==> config.mk <==
export PLATFORM = sky130hd
export DESIGN_NAME = gsim_mem_responder
export DESIGN_NICKNAME = d
export VERILOG_FILES = /design/src/rtl/gsim_mem_responder.sv
export SDC_FILE = /design/constraint.sdc
export NUM_CORES = 1
export LEC_CHECK = 0
export CAP_MARGIN = 20
export CORE_AREA = 2 2 209 211
export CTS_CLUSTER_DIAMETER = 80
export DETAILED_ROUTE_END_ITERATION = 16
export DIE_AREA = 0 0 211 213
export GPL_TIMING_DRIVEN = 0
export PLACE_DENSITY = 0.51
export SLEW_MARGIN = 15
export SYNTH_ARGS = -nofsm -noshare
export SYNTH_HDL_FRONTEND = slang
export SYNTH_SLANG_ARGS = --single-unit
==> constraint.sdc <==
create_clock -name i_clk -period 3.5 [get_ports i_clk]
set_input_delay 0.7 -clock i_clk [delete_from_list [all_inputs] [get_ports i_clk]]
set_output_delay 0.7 -clock i_clk [all_outputs]
set_load 0.03 [all_outputs]
==> src/rtl/gsim_mem_responder.sv <==
// GSIM matrix read-port responder: queues solver row requests, issues them to a
// single-port SRAM and returns rows in order. Optional GSIM_RRDY_THROTTLE_EN masks rrdy with an LFSR.
module gsim_mem_responder #(
  parameter int ADDR_W    = 10,
  parameter int DATA_W    = 256,
  parameter int SRAM_LAT  = 1,
  parameter int REQ_DEPTH = 4
) (
  input  logic              i_clk,
  input  logic              i_reset,
  input  logic              i_en,
  input  logic              i_mem_rreq,
  input  logic [ADDR_W-1:0] i_mem_addr,
  output logic              o_mem_rrdy,
  output logic [DATA_W-1:0] o_mem_dout,
  output logic              o_mem_dout_vld,
  input  logic              i_sram_busy,
  output logic              o_sram_cen,
  output logic [ADDR_W-1:0] o_sram_addr,
  input  logic [DATA_W-1:0] i_sram_q
);

  localparam int PTR_W = $clog2(REQ_DEPTH);

  logic [ADDR_W-1:0]   fifo [REQ_DEPTH];
  logic [PTR_W-1:0]    wr_ptr, rd_ptr;
  logic [PTR_W:0]      count;
  logic                full, empty, push, pop, rrdy_raw;
  logic [SRAM_LAT-1:0] vld_pipe;
  logic                tail;
  logic [DATA_W-1:0]   dout_q;
  logic                dout_vld_q;

  assign full     = (count == (PTR_W+1)'(REQ_DEPTH));
  assign empty    = (count == '0);
  // full/empty come from the count register only; no path from i_mem_rreq to rrdy
  assign rrdy_raw = i_en & ~full & ~i_reset;

`ifdef GSIM_RRDY_THROTTLE_EN
  logic [7:0] lfsr;

  always_ff @(posedge i_clk) begin
    if (i_reset)   lfsr <= 8'hA5;
    else if (i_en) lfsr <= {lfsr[6:0], lfsr[7] ^ lfsr[5] ^ lfsr[4] ^ lfsr[3]};
  end

  assign o_mem_rrdy = rrdy_raw & ~lfsr[0];
`else
  assign o_mem_rrdy = rrdy_raw;
`endif

  assign push        = i_mem_rreq & o_mem_rrdy;
  assign o_sram_cen  = i_en & ~empty & ~i_sram_busy;
  assign pop         = o_sram_cen;
  assign o_sram_addr = o_sram_cen ? fifo[rd_ptr] : '0;

  always_ff @(posedge i_clk) begin
    if (push) fifo[wr_ptr] <= i_mem_addr;
  end

  // Disabling the block flushes the queue every cycle
  always_ff @(posedge i_clk) begin
    if (i_reset || !i_en) begin
      wr_ptr <= '0;
      rd_ptr <= '0;
      count  <= '0;
    end else begin
      if (push) wr_ptr <= wr_ptr + 1'b1;
      if (pop)  rd_ptr <= rd_ptr + 1'b1;
      case ({push, pop})
        2'b10:   count <= count + 1'b1;
        2'b01:   count <= count - 1'b1;
        default: count <= count;
      endcase
    end
  end

  assign tail = vld_pipe[SRAM_LAT-1];

  always_ff @(posedge i_clk) begin
    if (i_reset || !i_en) begin
      vld_pipe   <= '0;
      dout_q     <= '0;
      dout_vld_q <= 1'b0;
    end else begin
      vld_pipe   <= (vld_pipe << 1) | SRAM_LAT'(o_sram_cen);
      dout_vld_q <= tail;
      dout_q     <= tail ? i_sram_q : '0;
    end
  end

  // A row registered just before i_en drops is discarded like any in-flight read
  assign o_mem_dout_vld = dout_vld_q & i_en;
  assign o_mem_dout     = o_mem_dout_vld ? dout_q : '0;

endmodule

==> results of run 1 <==
## cell type report
type	count	area share
Multi-Input combinational cell	575	0.209
Tap cell	546	0.0372
Clock inverter	10	0.00532
Sequential cell	307	0.357
Antenna cell	1	0.000136
Clock buffer	58	0.0610
Buffer	118	0.0358
Timing Repair Buffer	538	0.294
Inverter	6	0.00123
## cell families after synthesis
kind of cell | count (synthesis) | synth area share
simple gates | 549 | 0.313
xor+xnor | 2 | 0.00159
buf+inv | 124 | 0.0601
fa+ha+maj | 6 | 0.00748
mux | 12 | 0.0223
flops | 307 | 0.593
compound gates | 6 | 0.00295
## tightest hold or removal path, delay by kind of cell, from the launching register on
family          cells  cell delay [ps]
flops               1              310
compound gates      1               60
simple gates        1               70
## layout by cell type, fill, tap and decap left out, drive strengths merged, types with 5 or more instances in the layout
cell type / netlist / routed
clkbuf: 92 / 150
nor2: 5 / 5
and2: 7 / 7
and3: 522 / 522
inv: 6 / 6
clkdlybuf4s50: 0 / 538
mux4: 10 / 10
ha: 5 / 5
clkinv: 0 / 7
dfxtp: 267 / 267
edfxtp: 40 / 40
buf: 26 / 26
## state kept, by name, summed over array words and instances, names as in the netlist, named ones only
register and flops:
dout_q 256, rd_ptr 2, dout_vld_q 1, wr_ptr 2, fifo 40, count 3
tail 1
## how the worst max path moves through the flow
stage / from / end / slack [ps] / cells after the start
after floorplan: i_en / count[2]$_SDFFE_PP0P_ / 860 / 9
after global placement: dout_vld_q$_SDFF_PP0_ / o_mem_dout[129] / 80 / 4
after detailed placement: dout_vld_q$_SDFF_PP0_ / o_mem_dout[129] / 120 / 4
after CTS: dout_vld_q$_SDFF_PP0_ / o_mem_dout[237] / 5 / 4
after global routing: dout_vld_q$_SDFF_PP0_ / o_mem_dout[203] / 7 / 4
final: dout_vld_q$_SDFF_PP0_ / o_mem_dout[203] / 180 / 4
## power by group
part	switching, mW	total [mW]	internal (mW)
Sequential	0.00331	3.58	3.58
Clock	1.49	3.84	2.35
Combinational	0.161	0.472	0.311
## layer usage
layer  part of all wire  GRT usage
met2               0.50      0.320
met1               0.39      0.202
met5                  0          0
met3              0.089     0.0713
met4              0.023     0.0617
## through the flow
stage                     utilization  setup WS, ps  area (sq um)  std cells
after CTS                       0.429          5.37         18300       2158
after floorplan                     -           863         11000       1006
after global placement          0.401          81.6         17100       2090
after detailed placement        0.401           119         17100       2090
final                           0.430           184         18300       2159
after global routing            0.430          6.67         18300       2158
==> qor.yml, run 1 <==
run_status:
  status: "finished, final reports clean"
pwr:
  vdd_drop_max_mv: 0.296
  p_total_mw: 7.89
  total_leakage_power_nw: 8.69
  powerDensity_nw_per_um2: 430
grt:
  antenna_found_initial: 1
  grt_use_total: 0.183
  grt_first_pass_wirelength_mm: 61.1
  grt_max_degree: 13
  grt_overflow_total: 0
  first_global_vias: 9802
timing:
  slew_viol_final: 0
  tns_ps: 0
  tightest_slew_ps: 699
  fmax_mhz: 302
  finalSetupViolCount: 0
  hold-worst-slack_ps: 491
  max_slew_margin: 0.534
  finalCriticalPeriod_ps: 3320
  final.period_utilization: 0.947
  rsz0062_at_grt: "false"
  finalHoldViolCount: 0
  finClkSkew_ps: 9.34
worst_setup_path:
  path_max_fanout: 10
  r2r_setup_slack_ps: 1290
  reg2reg_depth: 8
  cp.arrival_ps: 2620
  cp_data_required_time_ps: 2800
  worstReg2RegStart: "count[0]$_SDFFE_PP0P_"
  critical_path_class: "flip-flop to primary output"
  slowest_delay_ps: 710
  worstReg2RegEnd: "count[2]$_SDFFE_PP0P_"
  worstPathBufferInverterCount: 3
  start_kind: "flip-flop"
  critPathSlowestCell: "clkdlybuf4s50_1"
  end_kind: "primary output"
  crit_family: "buffers and inverters"
  worstPathCellList: "clkbuf_4 > clkbuf_1 > and3_1 > clkdlybuf4s50_1"
synthesis:
  syn_nets: 1283
  synth.avg_cell_area_sq_um: 11.0
  ys_seq_area_frac: 0.593
  async_flop_share: 0
  ys_warn_count: 0
  synth-seq-cells: 307
  yosys-top-cells-count: "522 x and3_1, 267 x dfxtp_1, 90 x clkbuf_1"
  yosysMostFrequentCell: "and3_1"
  synth-edff-count: 40
  yosysUniqueCellTypes: 32
  synth_top_area_frac: 0.484
  synth_area_leaders: "dfxtp_1 48%, and3_1 30%, edfxtp_1 11%, clkbuf_1 3.1%, buf_6 2.2%"
  syn_area_sq_um: 11000
  netlist_instances: 1006
  synth_area_leader_cell: "dfxtp_1"
  synth_ff_type: "dfxtp_1"
layout:
  multi_input_area_sq_um: 3830
  fillers: 4163
  drive_gt1_frac: 0.0627
  syn2layout_area_growth_pct: 66.2
  fin_nets: 1861
  regArea_sq_um: 6550
floorplan:
  fp.dieH_microns: 213
  coreArea_sq_um: 42700
  die_area_sq_um: 44900
  io_pins: 540
  start_util: 0.259
  rows: 76
  die_width_microns: 211
clock_network:
  cts_hold_buf: 0
  clock_path_buffers: 3
  cts_tree: "built"
  post_cts_buffers: 0
  post_cts_resize_count: 8
  cts_buffers: 38
  clk_latency_ps: 540
  clock-sinks: 307
  cts_root_buf: "clkbuf_16"
  htree_levels: 2
  clkTransAtPathRegs_ps: 50
routing:
  dr.first_iter.drc_count: 403
  drc: 0
  antenna_left: 0
  first_pass_iters: 4
  wl_mm: 42.8
  vias_per_cell: 4.47
  wire_per_inst_microns: 19.8
  vias: 9655
worst_hold_path:
  hold_path_class: "flip-flop to flip-flop"
  min-delay-start: "rd_ptr[0]$_SDFFE_PP0P_"
  timing.hold.worst_path_depth: 2
run:
  max_cap_viol_count: 0
place:
  gp_congestion: 0.814
  post-dp-hpwl_mm: 32.9
  portBuffers: 538
(Power assumes the default switching activity.)
==> run 2: changes to the inputs <==
--- a/config.mk
+++ b/config.mk
@@ -6,12 +6,13 @@
 export NUM_CORES = 1
 export LEC_CHECK = 0
 export CAP_MARGIN = 20
-export CORE_AREA = 2 2 209 211
+export CORE_AREA = 2 2 208 210
+export CTS_BUF_LIST = sky130_fd_sc_hd__clkbuf_8
 export CTS_CLUSTER_DIAMETER = 80
 export DETAILED_ROUTE_END_ITERATION = 16
-export DIE_AREA = 0 0 211 213
+export DIE_AREA = 0 0 210 212
 export GPL_TIMING_DRIVEN = 0
-export PLACE_DENSITY = 0.51
+export PLACE_DENSITY = 0.52
 export SLEW_MARGIN = 15
 export SYNTH_ARGS = -nofsm -noshare
 export SYNTH_HDL_FRONTEND = slang
==> qor.yml, run 2 (same netlist as run 1, synthesis figures left out) <==
timing:
  finalCriticalPeriod_ps: 3360
  finalHoldViolCount: 0
  slew_viol_final: 0
  tightest_slew_ps: 744
  layout_setup_ws_ps: 140
  final.period_utilization: 0.960
  rsz0062_at_grt: "false"
  fmax_mhz: 298
  max_slew_margin: 0.504
  finClkSkew_ps: 9.75
  tns_ps: 0
  finalSetupViolCount: 0
worst_setup_path:
  cp.arrival_ps: 2660
  start_kind: "input pin"
  path_max_fanout: 10
  cp_data_required_time_ps: 2800
  end_kind: "primary output"
  critical_path_class: "input pin to primary output"
layout:
  drive_gt1_frac: 0.0761
  fin_nets: 1877
  syn2layout_area_growth_pct: 64.8
  largest_register_ffs: 256
  final_cell_mix: "531 x clkdlybuf4s50_1, 522 x and3_1, 266 x dfxtp_1"
  layout_commonest_cell: "clkdlybuf4s50_1"
  largest_register: "dout_q"
  reg_top3: "dout_q x256, fifo x40, count x3"
  final_util: 0.428
run_status:
  status: "finished, final reports clean"
clock_network:
  htree_levels: 2
  clock_path_buffers: 3
  cts_hold_buf: 0
  clk_latency_ps: 620
  cts_tree: "built"
  cts_buffers: 54
  post_cts_buffers: 0
  cts_root_buf: "clkbuf_8"
  clkTransAtPathRegs_ps: 60
  clock-sinks: 307
grt:
  first_global_vias: 9964
  grt_max_degree: 15
  grt_first_pass_wirelength_mm: 62.0
  grt_use_total: 0.186
  antenna_found_initial: 2
  grt_overflow_total: 0
routing:
  first_pass_iters: 4
  dr.first_iter.drc_count: 384
  vias: 9695
  wl_mm: 42.5
  drc: 0
  vias_per_cell: 4.43
  antenna_left: 0
  wire_per_inst_microns: 19.4
floorplan:
  start_util: 0.260
  coreArea_sq_um: 42500
  die_area_sq_um: 44500
  fp.dieH_microns: 212
  rows: 76
  die_width_microns: 210
  io_pins: 540
place:
  gp_congestion: 0.806
  portBuffers: 538
  post-place-ws_ps: 129
  post-dp-hpwl_mm: 32.6
run:
  max_cap_viol_count: 0
pwr:
  total_leakage_power_nw: 8.74
  p_total_mw: 7.30
  vdd_drop_max_mv: 0.276
  powerDensity_nw_per_um2: 401
worst_hold_path:
  hold_path_class: "input pin to flip-flop"
run 2: cell count changes in the layout (fill, tap and decap cells not counted), moves of 3 or more:
cell | previous run | this run
clkbuf_8 | 3 | 65
clkbuf_16 | 41 | 0
inv_1 | 6 | 26
clkbuf_1 | 95 | 82
clkdlybuf4s50_1 | 538 | 531
dlygate4sd2_1 | 0 | 7
clkinvlp_4 | 1 | 4
run 2: repair_timing:
action                                  in CTS  in global routing
endpoints found under the hold margin        0                  0
endpoints found under the setup margin     230                 36
gates resized for setup                     16                  4
run 2: final timing paths:
path,endpoint,slack [ps],cells after the start,startpoint
setup / recovery,o_sram_addr[6],140,5,i_sram_busy
hold / removal,count[0]$_SDFFE_PP0P_,440,3,i_en
setup reg to reg,count[2]$_SDFFE_PP0P_,1320,8,count[0]$_SDFFE_PP0P_
hold reg to reg,flip-flop,490,2,rd_ptr[1]$_SDFFE_PP0P_
run 2: layout make-up:
cell class	count	area, sq um
well taps	546	683
repair buffers	538	5380
plain buffers	118	656
inverters	6	22.5
diodes	2	5.00
multi-input cells	575	3830
clock inverters	33	174
flip-flops and latches	307	6550
fillers	4160	24300
clock buffers	65	895
run 2: critical path: stages:
cell	delay [ps]
clkdlybuf4s50_1	420
nor2b_1	190
clkbuf_1	400
and3_1	260
clkdlybuf4s50_1	690
run 2: where the power goes:
| group | leakage, nW | total (mW) | switching, mW | internal (mW) |
|---|---|---|---|---|
| combinational | 5.62 | 0.474 | 0.163 | 0.311 |
| sequential | 2.51 | 3.58 | 0.00355 | 3.58 |
| clock | 0.611 | 3.25 | 1.49 | 1.75 |
| total | 8.74 | 7.30 | 1.66 | 5.64 |
run 2: per-stage QoR:
stage	instances	hold slack (ps)	cell area, sq um
detailed placement	2090	480	17100
CTS	2188	370	18200
global placement	2090	474	17100
global route	2189	383	18200
finish	2190	436	18200
floorplan	1006	459	11000
run 2: per-layer routing:
layer	routed length [microns]	vias up	GRT usage
met5	0	-	0
met2	21200	343	0.326
met3	3900	65	0.0768
li1	-	4760	-
met1	16600	4527	0.207
met4	822	0	0.0496
